$ cat src/rtl/seq_detect.sv
// Serial pattern detector with a loadable PAT_W-bit pattern, optional overlapping detection
// and a saturating match counter.
//
// state | meaning
// ------+-------------------------------------------
// IDLE  | no history bits collected (fcnt = 0)
// FILL  | partial history (0 < fcnt < PAT_W)
// ARMED | full window held, every bit can match
module seq_detect #(
  parameter int unsigned PAT_W = 4,
  parameter int unsigned CNT_W = 8,
  parameter logic [PAT_W-1:0] PAT_INIT = {PAT_W{1'b1}}
) (
  input  logic             clk,
  input  logic             rst,
  input  logic             en,
  input  logic             in,
  input  logic             pat_load,
  input  logic [PAT_W-1:0] pat_in,
  input  logic             overlap,
  input  logic             cnt_clr,
  output logic             out,
  output logic [CNT_W-1:0] count
);

  localparam int unsigned FW = $clog2(PAT_W + 1);
  localparam logic [FW-1:0] FULL = FW'(PAT_W);
  localparam logic [CNT_W-1:0] CNT_MAX = {CNT_W{1'b1}};

  typedef enum logic [1:0] {IDLE, FILL, ARMED} state_t;

  state_t           state;
  logic [PAT_W-1:0] pat;
  logic [PAT_W-1:0] hist;
  logic [FW-1:0]    fcnt;

  logic [PAT_W-1:0] hist_nx;
  logic [FW-1:0]    fcnt_nx;
  logic             accept;
  logic             match;

  always_comb begin
    hist_nx = {hist[PAT_W-2:0], in};
    fcnt_nx = (state == ARMED) ? fcnt : fcnt + 1'b1;
    accept  = en && !pat_load;
    match   = accept && (fcnt_nx == FULL) && (hist_nx == pat);
  end

  always_ff @(posedge clk) begin
    if (rst) begin
      state <= IDLE;
      pat   <= PAT_INIT;
      hist  <= '0;
      fcnt  <= '0;
      out   <= 1'b0;
      count <= '0;
    end else begin
      out <= 1'b0;
      if (pat_load) begin
        pat   <= pat_in;
        hist  <= '0;
        fcnt  <= '0;
        state <= IDLE;
      end else if (en) begin
        hist <= hist_nx;
        out  <= match;
        // Non-overlapping mode restarts the fill so the next match needs a fresh window
        if (match && !overlap) begin
          fcnt  <= '0;
          state <= IDLE;
        end else begin
          fcnt  <= fcnt_nx;
          state <= (fcnt_nx == FULL) ? ARMED : FILL;
        end
      end

      if (cnt_clr)
        count <= match ? CNT_W'(1) : '0;
      else if (match && count != CNT_MAX)
        count <= count + 1'b1;
    end
  end

endmodule

$ cat config.mk
export PLATFORM = sky130hd
export DESIGN_NAME = seq_detect
export DESIGN_NICKNAME = d
export VERILOG_FILES = /design/src/rtl/seq_detect.sv
export SDC_FILE = /design/constraint.sdc
export NUM_CORES = 1
export LEC_CHECK = 0
export CORE_AREA = 3 3 53 50
export CTS_CLUSTER_SIZE = 14
export DETAILED_ROUTE_END_ITERATION = 6
export DIE_AREA = 0 0 56 53
export GPL_TIMING_DRIVEN = 1
export PLACE_DENSITY = 0.75
export SETUP_SLACK_MARGIN = 0.5
export SLEW_MARGIN = 20
export SYNTH_ARGS = -nofsm -noshare
export SYNTH_HDL_FRONTEND = slang
export SYNTH_SLANG_ARGS = --single-unit
$ cat constraint.sdc
create_clock -name clk -period 2.6 [get_ports clk]
set_input_delay 0.52 -clock clk [delete_from_list [all_inputs] [get_ports clk]]
set_output_delay 0.52 -clock clk [all_outputs]
set_load 0.005 [all_outputs]
==> impl_metrics.env, run 1 <==
export IMPL_avgRoutedWirePerCell_um=13.2
export IMPL_grt_pass1_vias=877
export IMPL_grt_pass1_wl_mm=3.73
export IMPL_synth_xor_area_share_pct=5.75
export IMPL_synth_top_family_by_area="simple AND/OR/NAND/NOR gates"
export IMPL_io_buffers=19
export IMPL_grt_antenna_before_repair=0
export IMPL_synth_edff_count=0
export IMPL_nFillCells=182
export IMPL_synth_area_um2=1070
export IMPL_cp_required_ps=2810
export IMPL_cp_end_kind="flop"
export IMPL_synthTopCellsByArea="dfxtp_1 (39%), nor2_1 (5.6%), mux2i_1 (3.8%)"
export IMPL_slew_headroom_pct=79.6
export IMPL_synthSimpleGateAreaFrac_pct=30.6
export IMPL_grt_usage_pct=16.1
export IMPL_min_period_over_period_pct=78.4
export IMPL_grt_max_degree=12
export IMPL_p_per_area_nw_per_um2=403
export IMPL_gr_total_overflow=0
export IMPL_cts_made_buffers=3
export IMPL_hold_path_class="flop to flop"
export IMPL_drv_cap=0
export IMPL_hold_start="state[0]"
export IMPL_num_antenna_cells=0
export IMPL_synth_adder_area_share_pct=2.35
export IMPL_synth_seq_area_share_pct=39.4
export IMPL_layout_drive_gt1_share_pct=18.0
export IMPL_crit_arrival_ps=2250
export IMPL_avgSynthCellArea_um2=9.35
export IMPL_multi_input_comb_area_um2=642
export IMPL_place_congestion=0.799
export IMPL_outcome="complete, no violations"
export IMPL_setup_viol=0
export IMPL_clock_sinks=21
export IMPL_hpwl_mm=1.61
export IMPL_clock_skew_final_ps=13.7
export IMPL_start_kind="primary input"
export IMPL_seq_area_um2=424
export IMPL_antenna_left=0
export IMPL_via_count=910
export IMPL_clk_pin_slew_worst_paths_ps=120
export IMPL_synth_ff_latch_count=21
export IMPL_cts_tree="done"
export IMPL_leakagePower_nw=0.469
export IMPL_synth_compound_area_share_pct=12.7
export IMPL_drt_wl_total_mm=2.19
export IMPL_setup_tns_final_ps=0
export IMPL_crit_type="primary input to flop"
export IMPL_syn_nets=127
export IMPL_cp_startpoint="in"
export IMPL_coreArea_um2=2160
export IMPL_peakVddDrop_mv=0.336
export IMPL_start_util_pct=49.3
export IMPL_dominantRegCellSynth="dfxtp_1"
export IMPL_synthArstFlopShare_pct=0
export IMPL_dr_pass1_iters=4
export IMPL_yosys_warnings=0
export IMPL_die_x_um=56
export IMPL_fmax_mhz=491
export IMPL_synth_largest_area_cell="dfxtp_1"
export IMPL_final_cells=166
export IMPL_r2r_start="fcnt[1]"
export IMPL_io_pins=20
export IMPL_dieArea_um2=2970
export IMPL_nets=153
export IMPL_synth_top_area_share_pct=39.4
export IMPL_cts_root_buffer="clkbuf_4"
export IMPL_synth_mux_area_share_pct=6.92
export IMPL_die_h_um=53
export IMPL_finalHoldViolCount=0
export IMPL_row_count=16
export IMPL_tightestPinTransition_ps=303
export IMPL_vias_per_cell=5.48
export IMPL_rsz0062_at_grt="yes"
export IMPL_clkLatencyLatePin_ps=310
export IMPL_cts_buffer_depth=2
export IMPL_area_delta_synth_final_pct=28.4
export IMPL_syn_inst=114
export IMPL_drc_errors=0
export IMPL_dp_cells=158
export IMPL_period_needed_ps=2040
export IMPL_path_max_fanout=4
export IMPL_synthDistinctLibCells=40
export IMPL_slew_viol_final=0
export IMPL_drt_iter0_markers=13
export IMPL_ctsHtreeMaxLevel=1
==> registers in the layout (all words and copies together) (netlist names) <==
name,cells
out,1
state,2
fcnt,3
count,8
hist,3
pat,4
==> cells in the mapped netlist (all sizes together), types with 4 or more instances <==
master  instances
dfxtp          21
nor2           16
nor3            6
a21oi           5
mux2i           5
nand2           5
a211o           4
nor2b           4
nor4            4
xnor2           4
==> critical path, cell delays in order <==
cell             delay, ps
clkdlybuf4s50_1        440
xor2_1                 180
nor2_1                  90
nand4_1                100
buf_4                  170
nor4_4                 280
nand4_1                130
mux2_1                 320
==> report_power, final <==
group	internal [mW]	switching [mW]
clock	0.0598	0.0968
combinational	0.0340	0.0265
sequential	0.329	0.00566
==> stage by stage <==
stage	hold slack [ps]	worst slack [ps]	cell area [µm²]	total power, mW	util (%)
floorplan	454	518	1070	0.375	-
global placement	469	284	1290	0.398	59.6
detailed placement	469	232	1290	0.400	59.6
CTS	490	453	1330	0.554	61.5
global route	547	483	1370	0.576	63.3
finish	493	563	1370	0.552	63.3
==> layer usage <==
| layer | wire, µm | track usage [%] | part of all wire (%) | vias up |
|---|---|---|---|---|
| li1 | - | - | - | 461 |
| met1 | 960 | 19.3 | 44 | 423 |
| met2 | 1100 | 28.2 | 50 | 24 |
| met3 | 120 | 5.37 | 5.5 | 2 |
| met4 | 10 | 3.56 | 0.46 | 0 |
| met5 | 0 | 0 | 0 | - |
==> timing repair <==
action                                 CTS  global route
setup endpoints to repair                4             7
endpoints found under the hold margin    0             0
buffers inserted                         1             3
hold buffers                             0             0
pin swaps                                1             3
resized for setup                        1             5
==> final cells by class <==
cell class                 instances  share of cell area, %
inverter                           2                  0.548
clock buffer                       4                   1.92
multi-input combinational         87                   46.9
timing repair buffer              25                   17.2
tap                               27                   2.47
sequential                        21                   31.0
==> layout by cell type, fill, tap and decap left out, types with 2 or more instances in the layout <==
master and count:
xnor2_1 4, inv_1 2, a211oi_1 2, xor2_1 3, nor4_1 3, nand4_1 3
clkdlybuf4s50_1 19, mux2i_1 4, nand3_1 3, nand2_1 5, or2_2 2, clkbuf_4 3
nor2_1 16, nor3_1 5, buf_4 6, dfxtp_1 18, a211o_1 4, dfxtp_2 3
nor2b_1 4, a21oi_1 5, o21ai_0 3
==> path summary, 6_finish.rpt <==
check | to | slack, ps | cells past startpoint
max | count[5] | 560 | 8
min | state[0] | 490 | 2
max reg2reg | count[0] | 630 | 8
min reg2reg | state[0] | 490 | 2
==> logic make-up after synthesis <==
| group | count (synthesis) |
|---|---|
| simple gates | 54 |
| xor+xnor | 7 |
| mux | 6 |
| fa+ha+maj | 2 |
| flops | 21 |
| buf+inv | 6 |
| compound gates | 18 |
Power figures use the tool's default switching activity.
==> inputs of run 2 (changes only) <==
CORE_AREA = 3 3 56 53   (was 3 3 53 50)
DIE_AREA = 0 0 59 56   (was 0 0 56 53)
PLACE_DENSITY = 0.7   (was 0.75)
clock period = 1.8 ns   (was 2.6 ns; I/O delays follow)
==> impl_metrics.env, run 2 (same netlist as run 1, synthesis figures left out) <==
export IMPL_outcome="finished with violations"
export IMPL_failed_checks="setup timing"
export IMPL_reg_top3="count x8, pat x4"
export IMPL_io_pins=20
export IMPL_leakagePower_nw=0.624
export IMPL_cts_root_buffer="clkbuf_4"
export IMPL_path_cells="ha_4, or2_4, mux2i_4, a22oi_4, nor4_4, nand4_1, mux2_4"
export IMPL_min_period_over_period_pct=105
export IMPL_row_count=17
export IMPL_holdWs_ps=464
export IMPL_slew_viol_final=0
export IMPL_r2r_start="fcnt[1]"
export IMPL_hold_path_class="primary input to flop"
export IMPL_die_x_um=59
export IMPL_die_h_um=56
export IMPL_finalHoldViolCount=0
export IMPL_drc_errors=0
export IMPL_nFillCells=215
export IMPL_period_needed_ps=1880
export IMPL_cp_startpoint="fcnt[1]"
export IMPL_crit_arrival_ps=2100
export IMPL_largest_reg_flops=8
export IMPL_setup_tns_final_ps=-153
export IMPL_via_count=1006
export IMPL_cts_buffer_depth=2
export IMPL_final_area_um2=1630
export IMPL_drv_cap=0
export IMPL_avgRoutedWirePerCell_um=14.5
export IMPL_clock_skew_final_ps=8.30
export IMPL_layout_drive_gt1_share_pct=45.6
export IMPL_start_util_pct=44.0
export IMPL_coreArea_um2=2420
export IMPL_peakVddDrop_mv=0.488
export IMPL_final_cell_mix="buf_4 (21), nor2_1 (14), dfxtp_2 (13), clkdlybuf4s50_1 (10), dfxtp_1 (8)"
export IMPL_slowest_delay_ps=360
export IMPL_clk_pin_slew_worst_paths_ps=130
export IMPL_nets=174
export IMPL_cp_end_kind="flop"
export IMPL_tightestPinTransition_ps=400
export IMPL_grt_pass1_wl_mm=4.46
export IMPL_hpwl_mm=1.81
export IMPL_hold_start="in"
export IMPL_cts_made_buffers=3
export IMPL_drt_iter0_markers=25
export IMPL_cp_required_ps=2020
export IMPL_ctsHtreeMaxLevel=1
export IMPL_area_delta_synth_final_pct=53.3
export IMPL_fin_util_pct=67.4
export IMPL_grt_usage_pct=17.3
export IMPL_place_congestion=0.768
export IMPL_clock_sinks=21
export IMPL_top_register="count"
export IMPL_gr_total_overflow=0
export IMPL_final_common_cell="buf_4"
export IMPL_fmax_mhz=531
export IMPL_dpl_instance_area_um2=1430
export IMPL_drt_wl_total_mm=2.72
export IMPL_dieArea_um2=3300
export IMPL_slew_headroom_pct=73.1
export IMPL_antenna_left=0
export IMPL_crit_type="flop to flop"
export IMPL_rsz0062_at_grt="yes"
export IMPL_io_buffers=19
export IMPL_grt_max_degree=12
export IMPL_p_per_area_nw_per_um2=505
export IMPL_path_max_fanout=4
export IMPL_vias_per_cell=5.35
export IMPL_start_kind="flop"
export IMPL_dr_pass1_iters=4
export IMPL_fin_ws_ps=-82.4
export IMPL_clkLatencyLatePin_ps=310
export IMPL_setup_viol=4
export IMPL_num_antenna_cells=0
export IMPL_grt_pass1_vias=1026
export IMPL_ctsHoldBuffers=0
export IMPL_slowest_stage="dfxtp_2"
export IMPL_cts_tree="done"
export IMPL_grt_antenna_before_repair=0
[run 2: cell types whose count changed in the layout (fill, tap and decap cells not counted), moves of 3 or more]
| cell | delta |
|---|---|
| clkdlybuf4s50_1 | -9 |
| buf_4 | +15 |
| dlygate4sd2_1 | +4 |
| dfxtp_2 | +10 |
| buf_6 | +6 |
| buf_2 | +3 |
| dfxtp_1 | -10 |
[run 2: metal layers]
| layer | share of wire [%] | up-vias | global-route usage (%) |
|---|---|---|---|
| li1 | - | 501 | - |
| met1 | 42 | 474 | 20.8 |
| met2 | 52 | 22 | 28.5 |
| met3 | 4.1 | 9 | 4.41 |
| met4 | 2.3 | 0 | 7.44 |
| met5 | 0 | - | 0 |
[run 2: per-stage QoR]
stage / worst slack, ps / cells / total power [mW]
6_report: -82.4 / 188 / 0.826
4_1_cts: -58.6 / 188 / 0.829
2_1_floorplan: -61.0 / 114 / 0.544
5_1_grt: -139 / 188 / 0.856
3_5_place_dp: -387 / 176 / 0.589
3_3_place_gp: -311 / 176 / 0.586
[run 2: cell type report]
type | instances | area (µm²) | area share (%)
sequential | 21 | 437 | 26.7
inverter | 2 | 7.51 | 0.459
tap | 28 | 35.0 | 2.14
clock buffer | 4 | 26.3 | 1.61
timing repair buffer | 46 | 395 | 24.2
multi-input combinational | 87 | 733 | 44.9
[run 2: critical path: cells and delay by family, from the launching register on]
kind                       cells  cell delay, ps
AOI/OAI and AO/OA              1             130
adders and majority gates      1             230
DFF                            1             360
muxes                          2             480
and+or+nand+nor                3             590
[run 2: path summary, 6_finish.rpt]
| check | to | slack [ps] | depth (start not counted) |
|---|---|---|---|
| setup / recovery | count[5] | -80 | 7 |
| hold / removal | hist[0] | 460 | 3 |
| setup reg to reg | count[5] | -80 | 7 |
| hold reg to reg | state[0] | 510 | 2 |
[run 2: repair_timing]
item                       4_1_cts  5_1_grt
gates resized for setup         49       10
pin swaps                       15        1
setup endpoints to repair       21       18
setup buffers                    8        0
cloned                           0        0
[run 2: where the power goes]
part	switching, mW	internal, mW
registers	0.00780	0.476
clock network	0.152	0.0866
logic	0.0454	0.0590
==> inputs of run 3 (changes only) <==
==> constraint.sdc (replaced) <==
create_clock -name clk -period 1.8 [get_ports clk]
set_input_delay 0.45 -clock clk [delete_from_list [all_inputs] [get_ports clk]]
set_output_delay 0.45 -clock clk [all_outputs]
set_load 0.005 [all_outputs]
==> impl_metrics.env, run 3 (same netlist as run 1, synthesis figures left out) <==
export IMPL_io_pins=20
export IMPL_reg_top3="count x8, pat x4"
export IMPL_leakagePower_nw=0.698
export IMPL_coreArea_um2=2420
export IMPL_gr_total_overflow=0
export IMPL_layout_drive_gt1_share_pct=55.3
export IMPL_drt_iter0_markers=26
export IMPL_hpwl_mm=1.95
export IMPL_num_antenna_cells=0
export IMPL_cts_buffer_depth=2
export IMPL_min_period_over_period_pct=105
export IMPL_peakVddDrop_mv=0.425
export IMPL_path_max_fanout=5
export IMPL_nFillCells=190
export IMPL_die_h_um=56
export IMPL_final_area_um2=1750
export IMPL_failed_checks="setup timing"
export IMPL_slowest_delay_ps=360
export IMPL_start_util_pct=44.0
export IMPL_seq_area_um2=442
export IMPL_largest_reg_flops=8
export IMPL_r2r_end="count[2]"
export IMPL_setup_tns_final_ps=-205
export IMPL_total_power_mw=0.826
export IMPL_place_congestion=0.833
export IMPL_final_cell_mix="buf_4 (28), nor2_1 (15), dfxtp_2 (14), buf_6 (14), clkdlybuf4s50_1 (8)"
export IMPL_io_buffers=19
export IMPL_r2r_setup_slack_ps=-90
export IMPL_p_per_area_nw_per_um2=471
export IMPL_cts_root_buffer="clkbuf_4"
export IMPL_via_count=1069
export IMPL_cp_startpoint="fcnt[1]"
export IMPL_top_register="count"
export IMPL_cp_required_ps=2000
export IMPL_clk_pin_slew_worst_paths_ps=120
export IMPL_crit_arrival_ps=2100
export IMPL_hold_path_class="flop to flop"
export IMPL_area_delta_synth_final_pct=64.6
export IMPL_cts_tree="done"
export IMPL_grt_usage_pct=18.0
export IMPL_crit_type="flop to flop"
export IMPL_cp_endpoint="count[2]"
export IMPL_path_cells="ha_4, or2_4, mux2i_4, a22oi_4, buf_4, nor4b_4, xnor2_1, nor2_1"
export IMPL_worstRegToRegCells=8
export IMPL_slew_headroom_pct=75.4
export IMPL_grt_pass1_vias=1039
export IMPL_clock_skew_final_ps=4.89
export IMPL_start_kind="flop"
export IMPL_fmax_mhz=529
export IMPL_outcome="finished with violations"
export IMPL_grt_antenna_before_repair=0
export IMPL_cp_end_kind="flop"
export IMPL_grt_pass1_wl_mm=4.58
export IMPL_drt_wl_total_mm=3.06
export IMPL_pre_cts_ws_ps=-472
export IMPL_antenna_left=0
export IMPL_slowest_stage="dfxtp_2"
export IMPL_grt_max_degree=13
export IMPL_avgRoutedWirePerCell_um=15.5
export IMPL_fin_util_pct=72.3
export IMPL_ctsHtreeMaxLevel=1
export IMPL_ctsHoldBuffers=0
export IMPL_dieArea_um2=3300
export IMPL_die_x_um=59
export IMPL_setup_viol=5
export IMPL_dpl_instance_area_um2=1440
export IMPL_dr_pass1_iters=4
export IMPL_fin_ws_ps=-90.7
export IMPL_nets=184
export IMPL_tightestPinTransition_ps=366
export IMPL_rsz0062_at_grt="yes"
export IMPL_period_needed_ps=1890
export IMPL_clock_sinks=21
export IMPL_vias_per_cell=5.40
export IMPL_drv_cap=0
export IMPL_multi_input_comb_area_um2=753
export IMPL_r2r_start="fcnt[1]"
export IMPL_finalHoldViolCount=0
export IMPL_final_common_cell="buf_4"
export IMPL_row_count=17
export IMPL_slew_viol_final=0
export IMPL_drc_errors=0
export IMPL_clkLatencyLatePin_ps=310
export IMPL_cts_made_buffers=3
==> run 3: cell types whose count changed in the layout (fill, tap and decap cells not counted), moves of 2 or more <==
cell             delta
buf_6               +8
buf_4               +7
buf_2               -2
clkbuf_2            +2
clkdlybuf4s15_1     -2
clkdlybuf4s50_1     -2
dfxtp_1             -2
xnor2_1             -2
xnor2_2             +2
==> run 3: worst min-delay path by stage <==
stage / start / end / cells past startpoint
2_1_floorplan: state[0] / state[0] / 2
3_3_place_gp: state[0] / state[0] / 2
3_5_place_dp: state[0] / state[0] / 2
4_1_cts: state[0] / state[0] / 2
5_1_grt: state[0] / state[0] / 2
6_report: state[0] / state[0] / 2
==> run 3: worst max-delay path, delay by kind of cell (launching register included) <==
kind	cells	cell delay [ps]
AO/OA/AOI/OAI	1	130
adder cells (fa/ha/maj)	1	230
AND/OR/NAND/NOR	3	570
multiplexers	1	160
flip-flops	1	360
buffers and inverters	1	170
XOR/XNOR	1	160
==> run 3: cell type report <==
type / count / share of cell area (%)
Clock buffer: 3 / 1.28
Clock inverter: 1 / 0.285
Inverter: 2 / 0.428
Multi-Input combinational cell: 87 / 42.9
Sequential cell: 21 / 25.2
Tap cell: 28 / 2.00
Timing Repair Buffer: 56 / 27.9
==> run 3: power by group <==
group          switching [mW]  leakage [nW]  internal (mW)
Clock                   0.147        0.0177         0.0830
Sequential            0.00946         0.177          0.474
Combinational          0.0487         0.503         0.0646
Total                   0.205         0.698          0.622
==> run 3: metrics by stage <==
| stage | hold WS, ps | instances |
|---|---|---|
| global placement | 468 | 177 |
| finish | 523 | 198 |
| floorplan | 454 | 114 |
| detailed placement | 479 | 177 |
| global route | 565 | 198 |
| CTS | 496 | 195 |
==> run 3: routing by layer <==
layer | up-vias | track usage, % | part of all wire, %
met5 | - | 0 | 0
li1 | 522 | - | -
met3 | 10 | 5.57 | 5.8
met4 | 0 | 5.83 | 3.4
met1 | 502 | 19.8 | 37
met2 | 35 | 31.9 | 54
==> run 3: repair_timing <==
item	in CTS	in global routing
buffers inserted	14	3
pin swaps	12	7
setup endpoints to repair	26	22
resized for setup	63	22
